File: config.mk
export PLATFORM = sky130hd
export DESIGN_NAME = frame_filler_flat
export DESIGN_NICKNAME = d
export VERILOG_FILES = /design/src/rtl/frame_filler_if.sv /design/src/rtl/frame_filler.sv /design/src/flat_wrapper.sv
export SDC_FILE = /design/constraint.sdc
export NUM_CORES = 1
export LEC_CHECK = 0
export CORE_MARGIN = 10
export CORE_UTILIZATION = 39
export CTS_BUF_LIST = sky130_fd_sc_hd__clkbuf_8
export DETAILED_ROUTE_END_ITERATION = 7
export GPL_ROUTABILITY_DRIVEN = 0
export PLACE_DENSITY = 0.78
export SLEW_MARGIN = 20
export SYNTH_ARGS = -nofsm -noshare
export SYNTH_HDL_FRONTEND = slang
export SYNTH_SLANG_ARGS = --single-unit
File: constraint.sdc
create_clock -name clk -period 1.8 [get_ports clk]
set_input_delay 0.27 -clock clk [delete_from_list [all_inputs] [get_ports clk]]
set_output_delay 0.27 -clock clk [all_outputs]
set_load 0.05 [all_outputs]
File: src/rtl/frame_filler_if.sv
// frame_filler_if: CPU fill-request handshake and memory write-port handshake
interface frame_filler_if;
    logic [23:0] filler_color;
    logic        filler_valid;
    logic        filler_ready;
    logic        mem_valid;
    logic        mem_ready;
    logic [31:0] mem_addr;
    logic [31:0] mem_din;
    logic [3:0]  mem_we;

    // Engine side: accepts fill requests, drives memory write beats
    modport master (
        input  filler_color, filler_valid, mem_ready,
        output filler_ready, mem_valid, mem_addr, mem_din, mem_we
    );

    // Environment side: CPU request source and memory arbiter
    modport slave (
        output filler_color, filler_valid, mem_ready,
        input  filler_ready, mem_valid, mem_addr, mem_din, mem_we
    );
endinterface

File: src/rtl/frame_filler.sv
// frame_filler: writes one latched colour to every visible frame-buffer pixel, one word per beat
module frame_filler #(
    parameter logic [31:0] FB_BASE  = 32'h1080_0000,
    parameter int          H_PIXELS = 800,
    parameter int          V_PIXELS = 600,
    parameter int          ROW_LOG2 = 10
) (
    input  logic                  clk,
    input  logic                  rst,
    frame_filler_if.master        bus,
    output logic                  busy
);
    typedef enum logic {IDLE, FILL} state_t;

    localparam logic [ROW_LOG2-1:0] X_LAST = ROW_LOG2'(H_PIXELS - 1);
    localparam logic [ROW_LOG2-1:0] X_ONE  = ROW_LOG2'(1);
    localparam logic [9:0]          Y_LAST = 10'(V_PIXELS - 1);

    state_t              state_q, state_d;
    logic [ROW_LOG2-1:0] x_q, x_d;
    logic [9:0]          y_q, y_d;
    logic [23:0]         color_q, color_d;

    // Next-state: accept a request in IDLE, walk pixels row-major on each transferred beat
    always_comb begin
        state_d = state_q;
        x_d     = x_q;
        y_d     = y_q;
        color_d = color_q;
        case (state_q)
            IDLE: if (bus.filler_valid) begin
                color_d = bus.filler_color;
                x_d     = '0;
                y_d     = '0;
                state_d = FILL;
            end
            FILL: if (bus.mem_ready) begin
                if (x_q == X_LAST) begin
                    x_d     = '0;
                    y_d     = y_q + 10'd1;
                    state_d = (y_q == Y_LAST) ? IDLE : FILL;
                end else begin
                    x_d = x_q + X_ONE;
                end
            end
            default: state_d = IDLE;
        endcase
    end

    // State, pixel counters and colour register; reset abandons any fill in progress
    always_ff @(posedge clk or negedge rst) begin
        if (!rst) begin
            state_q <= IDLE;
            x_q     <= '0;
            y_q     <= '0;
            color_q <= '0;
        end else begin
            state_q <= state_d;
            x_q     <= x_d;
            y_q     <= y_d;
            color_q <= color_d;
        end
    end

    // Outputs depend only on registers, so a held beat stays stable while mem_ready is low
    assign bus.filler_ready = (state_q == IDLE);
    assign bus.mem_valid    = (state_q == FILL);
    assign busy             = (state_q == FILL);
    assign bus.mem_we       = (state_q == FILL) ? 4'hF : 4'h0;
    assign bus.mem_din      = {8'h00, color_q};
    assign bus.mem_addr     = FB_BASE + (((32'(y_q) << ROW_LOG2) + 32'(x_q)) << 2);
endmodule

File: src/flat_wrapper.sv
// flat-port wrapper written by rule: the top's interface ports become plain ports
module frame_filler_flat 
#(
    parameter logic [31:0] FB_BASE  = 32'h1080_0000,
    parameter int          H_PIXELS = 800,
    parameter int          V_PIXELS = 600,
    parameter int          ROW_LOG2 = 10
)
  (clk, rst, busy, bus_filler_color, bus_filler_valid, bus_mem_ready, bus_filler_ready, bus_mem_valid, bus_mem_addr, bus_mem_din, bus_mem_we);
  frame_filler_if bus_i ();
  input  logic clk;
  input  logic rst;
  output logic busy;
  input wire logic [$bits(bus_i.filler_color)-1:0] bus_filler_color;
  input wire logic [$bits(bus_i.filler_valid)-1:0] bus_filler_valid;
  input wire logic [$bits(bus_i.mem_ready)-1:0] bus_mem_ready;
  output wire logic [$bits(bus_i.filler_ready)-1:0] bus_filler_ready;
  output wire logic [$bits(bus_i.mem_valid)-1:0] bus_mem_valid;
  output wire logic [$bits(bus_i.mem_addr)-1:0] bus_mem_addr;
  output wire logic [$bits(bus_i.mem_din)-1:0] bus_mem_din;
  output wire logic [$bits(bus_i.mem_we)-1:0] bus_mem_we;
  assign bus_i.filler_color = bus_filler_color;
  assign bus_i.filler_valid = bus_filler_valid;
  assign bus_i.mem_ready = bus_mem_ready;
  assign bus_filler_ready = bus_i.filler_ready;
  assign bus_mem_valid = bus_i.mem_valid;
  assign bus_mem_addr = bus_i.mem_addr;
  assign bus_mem_din = bus_i.mem_din;
  assign bus_mem_we = bus_i.mem_we;
  frame_filler #(.FB_BASE(FB_BASE), .H_PIXELS(H_PIXELS), .V_PIXELS(V_PIXELS), .ROW_LOG2(ROW_LOG2)) u_core (.clk(clk), .rst(rst), .bus(bus_i), .busy(busy));
endmodule
== After elaboration in Yosys (flattened, before gate mapping) ==
Index checks and enable logic that the tools add are counted.
Widths: inputs -> output; s select.

* RAM bits: 0
* Logic and storage cells: 30
* Memory bits (read-only): 0
* Bits in registers: 45
* Memories kept: 0
* Bits in latches: 0
* Input port bits: 28

* Bitwise logic cells: 1
* $mul: 0
* $add $sub $neg: 4
* Muxes and demuxes: 13
* Divide/modulo/power cells: 0
* Magnitude comparators: 0
* Reduce and logical (&&, ||, !) cells: 3
* Equality and inequality tests: 5
* Shift operators: 0

{| class="wikitable"
|+ Operators with widths
! cell !! count
|-
| $mux 10 || 5
|-
| $pmux 10 s2 || 2
|-
| $add 29x32->32 const A || 1
|-
| $add 20x10->21 || 1
|-
| $add 10x1->10 const B || 2
|-
| $eq 10x10->1 const B || 2
|-
| $ne 2x2->1 const B || 3
|-
| $mux 1 || 4
|-
| $mux 4 || 1
|-
| $reduce_and 2->1 || 2
|-
| $reduce_and 3->1 || 1
|-
| $pmux 1 s2 || 1
|-
| $not 1->1 || 1
|}

== Depth between registers and ports, before layout ==
Gate-level depths: netlist of the first run.

* Depth in word-level cells: 5
* Depth in mapped cells: 7
* Gate-level depth less buffers: 5

== Worst setup path after synthesis of the first run ==
Ideal clock, no wire load.

* Path type: reg-to-reg
* From: reg u_core.x_q[0]
* To: reg u_core.y_q[5]
* Period minus slack after synthesis: 2.303 ns
* Cell stages (with the launch flop): 6
* Arrival time: 2.233 ns
* Required time: 1.731 ns
* Setup slack: -0.503 ns
* Cell sequence: dfrtp_1 > ha_1 > nand4_1 > or4_4 > or4_1 > nand3_1

* Cells in the longest elaborated chain, start to end: 3

{| class="wikitable"
|+ RTL lines
! what !! line !! RTL
|-
| start, declared || frame_filler.sv:20 || <nowiki>logic [ROW_LOG2-1:0] x_q, x_d;</nowiki>
|-
| start signal, assigned || frame_filler.sv:54 || <nowiki>x_q <= '0;</nowiki>
|-
| start signal, assigned || frame_filler.sv:59 || <nowiki>x_q <= x_d;</nowiki>
|-
| $eq 10x10->1 || frame_filler.sv:38 || <nowiki>if (x_q == X_LAST) begin</nowiki>
|-
| $ne 2x2->1 (no source line) || - ||
|-
| $reduce_and 3->1 (no source line) || - ||
|-
| end signal, assigned || frame_filler.sv:60 || <nowiki>y_q <= y_d;</nowiki>
|-
| end, declared || frame_filler.sv:21 || <nowiki>logic [9:0] y_q, y_d;</nowiki>
|}

Every way passes these cells.
A chain may end at the register's enable or synchronous reset.

== Final worst setup path of the first run ==
* From: reg u_core.x_q[1]
* To: reg u_core.y_q[5]

The elaborated chain is that of the path after synthesis.

==> flow_summary_export.csv, run 1 <==
group,metric,value,unit
run_status,status,"finished, violations left",
run_status,violations,"setup timing",
logic_synthesis,synth_seq_cells,45,
sta,fin_worst_skew,8.92,ps
place,port_buffers,78,
logic_synthesis,ys_warn_count,0,
floorplan,die-area,9330,um^2
worst_setup_path,r2r_cells,5,
logic_synthesis,synth_cell_types,36,
clocking,h-tree-depth,2,
floorplan,die_h,96.6,um
detailed_routing,wl_per_cell,15.2,um
worst_setup_path,path_max_fanout,7,
hold_path,hp-class,"in -> async",
finish,syn_to_final_growth,44.2,%
detailed_routing,routed_via_density,5.03,
power_and_ir_drop,seq_power_share,0.404,
finish,fin_util,0.588,
sta,setup_slack,-1.01,ps
worst_setup_path,cp_data_required_time,2040,ps
sta,tightest_slew,527,ps
sta,fin_crit_sh,1.00,
worst_setup_path,endpoint_kind,"flip-flop",
grt,grt_max_degree,26,
place,hpwl,4.85,mm
detailed_routing,vias,2154,
worst_setup_path,crit_family,"simple AND/OR/NAND/NOR gates",
floorplan,placementRows,27,
worst_setup_path,crit_arrival,2040,ps
worst_setup_path,crit_type,"reg -> reg",
clocking,clock_latency,300,ps
detailed_routing,drt-pass1-iter-count,4,
detailed_routing,drt_iter0_markers,66,
clocking,root_buffer,"clkbuf_8",
detailed_routing,drc,0,
worst_setup_path,crit_slowest_cell,"or4_4",
clocking,cts_sinks,45,
floorplan,io_pins,99,
finish,fillers,522,
floorplan,coreArea,5610,um^2
worst_setup_path,path_buf_inv,0,
clocking,cts_tree,"yes",
worst_setup_path,crit_start,"u_core.x_q[1]$_DFFE_PN0P_",
clocking,numCtsBuffers,5,
sta,drv_slew,0,
clocking,clockBufferDepth,2,
power_and_ir_drop,p_int,1.85,mW
sta,timing.fmax,555,MHz
worst_setup_path,crit_cells,5,
finish,drive_above_1_share,0.267,
logic_synthesis,netlist_area,2290,um^2
worst_setup_path,start_kind,"flip-flop",
sta,period_needed,1800,ps
logic_synthesis,synth_cells,261,
sta,setup_viol,1,
grt,grt_pass1_vias,2172,
logic_synthesis,postSynthAreaPerCell,8.76,um^2
clocking,path_clk_slew,90,ps
finish,final_cell_mix,"nand2_1, buf_4, dfrtp_1",
worst_setup_path,worstPathCellList,"ha_4 -> nand4_1 -> or4_4 -> or4_1 -> nand3_1",
detailed_routing,finalWirelength,6.52,mm
finish,finalNetCount,385,
grt,grt_pass1_wl,10.2,mm
power_and_ir_drop,power.density,872,nW/um^2
finish,multiInputGateArea,1010,um^2
logic_synthesis,ys_seq_area_frac,0.492,
floorplan,initial_core_util,0.408,
power_and_ir_drop,clockPowerShare,0.284,
floorplan,dieWidth,96.6,um
finish,final_common_cell,"nand2_1",
flow_run,max_cap_viol_count,0,
power_and_ir_drop,vdd_drop_max,0.611,mV
power_and_ir_drop,pwr-share-comb,0.312,
sta,hold_viol,0,
power_and_ir_drop,power.net_switching,1.03,mW
worst_setup_path,cp_slowest_stage_delay,530,ps
power_and_ir_drop,leakage,1.63,nW
power_and_ir_drop,swShare,0.357,
power_and_ir_drop,total_power,2.88,mW
grt,grt.total_usage,0.137,
grt,antenna_found_initial,0,
finish,antennaDiodeCount,0,
sta,rsz0062_at_grt,"yes",
worst_setup_path,reg2reg_from,"u_core.x_q[1]$_DFFE_PN0P_",
grt,grt-ovfl-total,0,
sta,relSlewSlack,0.649,
place,place_ws,-170,ps
sta,finalSetupTns,-1.01,ps
finish,regArea,1130,um^2
detailed_routing,antenna_left,0,
==> final timing paths <==
kind | endpoint | slack [ps]
worst max-delay path | u_core.y_q[5]$_DFFE_PN0P_ | -1
worst max register to register | u_core.y_q[5]$_DFFE_PN0P_ | -1
max in group asynchronous | u_core.x_q[3]$_DFFE_PN0P_ | 810
worst min-delay path | u_core.x_q[7]$_DFFE_PN0P_ | 470
worst min register to register | u_core.color_q[17]$_DFFE_PN0P_ | 480
min in group clk | u_core.color_q[17]$_DFFE_PN0P_ | 480
==> layout make-up <==
type | instances | area share
inverter | 1 | 0.00228
clock buffer | 6 | 0.0250
multi-input combinational | 196 | 0.306
timing repair buffer | 106 | 0.284
sequential | 45 | 0.344
tap | 72 | 0.0273
clock inverter | 2 | 0.0114
==> state kept, by name, indices dropped and copies added (netlist names) <==
register and count:
u_core.bus.mem_valid 1, u_core.color_q 24, u_core.x_q 10, u_core.y_q 10
==> metal layers <==
| layer | wire length, um | track usage | share of wire |
|---|---|---|---|
| met5 | 0 | 0 | 0 |
| met4 | 77 | 0.0484 | 0.012 |
| met3 | 719 | 0.0578 | 0.11 |
| met2 | 3150 | 0.220 | 0.48 |
| met1 | 2580 | 0.160 | 0.40 |
==> Yosys cell counts (all sizes together) <==
cell type,n,area [um^2]
nand2,86,323
dfrtp,45,1130
buf,27,204
o21ai,13,65.1
clkbuf,10,37.5
nand3,10,50.1
nand4,10,62.6
nor4,6,37.5
a21oi,5,25.0
and2,4,25.0
a31oi,3,18.8
and3,3,18.8
mux2i,3,30.0
nand3b,3,22.5
nor2,3,11.3
or3,3,18.8
or4,3,26.3
a211o,2,17.5
a22o,2,17.5
a31o,2,17.5
conb,2,7.51
ha,2,25.0
nor3,2,10.0
o211ai,2,15.0
o31ai,2,15.0
and4,1,8.76
inv,1,3.75
nand4bb,1,11.3
nor2b,1,6.26
o22ai,1,6.26
o31a,1,8.76
or2,1,6.26
xnor2,1,8.76
==> kinds of logic after synthesis <==
logic type | synth area share
AO/OA/AOI/OAI | 0.0903
XOR/XNOR | 0.00383
adder cells (fa/ha/maj) | 0.0109
buffers and inverters | 0.107
flip-flops | 0.492
multiplexers | 0.0131
other | 0.00328
AND/OR/NAND/NOR | 0.279
==> power groups by stage <==
stage / combinational [mW] / clock, mW / sequential [mW]
2_1_floorplan: 0.234 / 0 / 1.52
3_3_place_gp: 0.879 / 0 / 1.18
3_5_place_dp: 0.890 / 0 / 1.18
4_1_cts: 0.893 / 0.838 / 1.17
5_1_grt: 0.950 / 0.884 / 1.18
6_report: 0.896 / 0.817 / 1.16
==> worst reg2reg max path, delay by kind of cell (launching register included) <==
| kind | cells | cell delay [ps] |
|---|---|---|
| flip-flops | 1 | 400 |
| AND/OR/NAND/NOR | 4 | 1210 |
| adder cells (fa/ha/maj) | 1 | 140 |
==> metrics by stage <==
step	hold slack, ps	area (um^2)	std cells
after floorplan	-25.6	2400	279
after global placement	267	3130	416
after detailed placement	273	3130	416
after CTS	478	3270	426
after global routing	477	3300	428
final	471	3300	428
==> timing repair <==
| item | CTS | global route |
|---|---|---|
| gates cloned | 0 | 0 |
| gates resized for setup | 0 | 4 |
| pin swaps | 0 | 1 |
| endpoints found under the hold margin | 20 | 0 |
| setup buffers | 1 | 2 |
| endpoints found under the setup margin | 2 | 6 |
| hold buffers | 1 | 0 |
No activity file was read; power rests on OpenSTA's default activity.
==> run 2: changes to the inputs <==
--- a/config.mk
+++ b/config.mk
@@ -11,6 +11,7 @@
 export DETAILED_ROUTE_END_ITERATION = 7
 export GPL_ROUTABILITY_DRIVEN = 0
 export PLACE_DENSITY = 0.78
+export SETUP_SLACK_MARGIN = 0.3
 export SLEW_MARGIN = 20
 export SYNTH_ARGS = -nofsm -noshare
 export SYNTH_HDL_FRONTEND = slang
==> flow_summary_export.csv, run 2 (synthesis gave the netlist of run 1 again) <==
group,metric,value,unit
place,port_buffers,78,
worst_setup_path,endpoint_kind,"flip-flop",
detailed_routing,drt-pass1-iter-count,4,
clocking,clock_latency,290,ps
worst_setup_path,start_kind,"flip-flop",
hold_path,hp-class,"in -> async",
grt,grt_pass1_vias,2155,
floorplan,placementRows,27,
power_and_ir_drop,vdd_drop_max,0.483,mV
sta,setup_viol,1,
sta,relSlewSlack,0.532,
power_and_ir_drop,pwr-share-comb,0.333,
finish,finalNetCount,391,
finish,antennaDiodeCount,0,
clocking,h-tree-depth,2,
sta,rsz0062_at_grt,"yes",
worst_setup_path,reg2reg_slack,-3,ps
worst_setup_path,crit_slowest_cell,"or4_4",
sta,period_needed,1800,ps
power_and_ir_drop,power.density,773,nW/um^2
finish,largest_register_ffs,24,
worst_setup_path,r2r_cells,5,
worst_setup_path,r2r-end,"u_core.y_q[6]$_DFFE_PN0P_",
worst_setup_path,cp_slowest_stage_delay,540,ps
place,hpwl,5.17,mm
grt,met1_usage,0.170,
detailed_routing,finalWirelength,7.01,mm
clocking,path_clk_slew,80,ps
grt,grtUsageMet2,0.244,
clocking,root_buffer,"clkbuf_8",
detailed_routing,antenna_left,0,
sta,hold_viol,0,
finish,final_common_cell,"nand2_1",
sta,fin_crit_sh,1.00,
floorplan,coreArea,5610,um^2
flow_run,max_cap_viol_count,0,
finish,final_cell_mix,"nand2_1, buf_4, dfrtp_1",
power_and_ir_drop,p_int,1.64,mW
grt,top_usage_layer,"met2",
worst_setup_path,reg2reg_from,"u_core.x_q[5]$_DFFE_PN0P_",
clocking,cts_tree,"yes",
grt,grt-ovfl-total,0,
sta,fin_worst_skew,4.31,ps
finish,top_regs,"u_core.color_q: 24 flops, u_core.x_q: 10 flops, u_core.y_q: 10 flops",
grt,grt.total_usage,0.142,
sta,setup_slack,-2.72,ps
floorplan,initial_core_util,0.408,
worst_setup_path,path_buf_inv,1,
worst_setup_path,cp_data_required_time,1970,ps
grt,use_met3,0.0393,
sta,timing.fmax,555,MHz
clocking,cts_hold_buf,0,
sta,drv_slew,0,
clocking,numCtsBuffers,5,
grt,grt_max_degree,31,
detailed_routing,drc,0,
power_and_ir_drop,power.net_switching,1.00,mW
grt,grt_pass1_wl,10.7,mm
grt,antenna_found_initial,0,
clocking,cts_sinks,45,
worst_setup_path,crit_arrival,1980,ps
run_status,violations,"setup timing",
detailed_routing,wl_per_cell,16.1,um
worst_setup_path,worstPathCellList,"nand4bb_4 -> or4_4 -> buf_6 -> o211ai_1 -> nand3_2",
sta,tightest_slew,701,ps
worst_setup_path,path_max_fanout,6,
finish,fillers,476,
finish,regMostFlops,"u_core.color_q",
run_status,status,"finished, violations left",
finish,instances_no_fill,434,
finish,fin_util,0.610,
clocking,clockBufferDepth,2,
detailed_routing,routed_via_density,5.02,
power_and_ir_drop,swShare,0.379,
worst_setup_path,crit_type,"reg -> reg",
power_and_ir_drop,leakage,1.68,nW
floorplan,dieWidth,96.6,um
floorplan,die-area,9330,um^2
place,dp_cells,419,
detailed_routing,vias,2178,
power_and_ir_drop,seq_power_share,0.440,
worst_setup_path,crit_family,"simple AND/OR/NAND/NOR gates",
finish,drive_above_1_share,0.340,
floorplan,io_pins,99,
power_and_ir_drop,clockPowerShare,0.227,
finish,syn_to_final_growth,49.5,%
floorplan,die_h,96.6,um
detailed_routing,drt_iter0_markers,96,
run 2: final cells by class:
class,instances,area [um^2],area share
multi-input cells,196,1140,0.334
flip-flops and latches,45,1140,0.333
repair buffers,112,960,0.281
well taps,72,90.1,0.0263
clock buffers,5,68.8,0.0201
clock inverters,3,13.8,0.00402
inverters,1,7.51,0.00220
run 2: how the worst max path moves through the flow:
stage,startpoint,to,depth (start not counted)
floorplan,u_core.x_q[5]$_DFFE_PN0P_,u_core.y_q[6]$_DFFE_PN0P_,7
global placement,bus_mem_ready,u_core.y_q[6]$_DFFE_PN0P_,5
detailed placement,bus_mem_ready,u_core.y_q[6]$_DFFE_PN0P_,5
CTS,u_core.x_q[5]$_DFFE_PN0P_,u_core.y_q[6]$_DFFE_PN0P_,4
global route,u_core.x_q[5]$_DFFE_PN0P_,u_core.y_q[6]$_DFFE_PN0P_,5
finish,u_core.x_q[5]$_DFFE_PN0P_,u_core.y_q[6]$_DFFE_PN0P_,5
run 2: worst register-to-register path: stages, from the launching register on:
cell and delay [ps]:
dfrtp_2 420, nand4bb_4 240, or4_4 540, buf_6 160
o211ai_1 240, nand3_2 80
run 2: stage by stage:
stage / power [mW] / instance area (um^2) / worst slack (ps) / setup TNS (ps) / hold slack [ps]
after floorplan: 1.75 / 2430 / -249 / -1620 / -25.6
after global placement: 2.05 / 3110 / -165 / -757 / 340
after detailed placement: 2.07 / 3110 / -192 / -987 / 351
after CTS: 2.67 / 3310 / 35.8 / 0 / 28.3
after global routing: 2.77 / 3420 / -90.8 / -147 / 62.0
final: 2.64 / 3420 / -2.72 / -2.72 / 17.7
run 2: power groups by stage:
stage               logic (mW)  registers [mW]  clock network (mW)
CTS                      0.883            1.16               0.624
global route             0.934            1.18               0.655
global placement         0.875            1.18                   0
finish                   0.879            1.16               0.601
floorplan                0.231            1.52                   0
detailed placement       0.889            1.18                   0
run 2: timing repair:
item,CTS,global route
resized for setup,18,26
endpoints found under the setup margin,24,35
buffers inserted,5,2
pin swaps,7,2
cloned,0,0
run 2: per-layer routing:
metal / vias up / part of all wire
met3: 7 / 0.075
met5: - / 0
met4: 0 / 0.012
met2: 79 / 0.51
met1: 1047 / 0.40
li1: 1045 / -
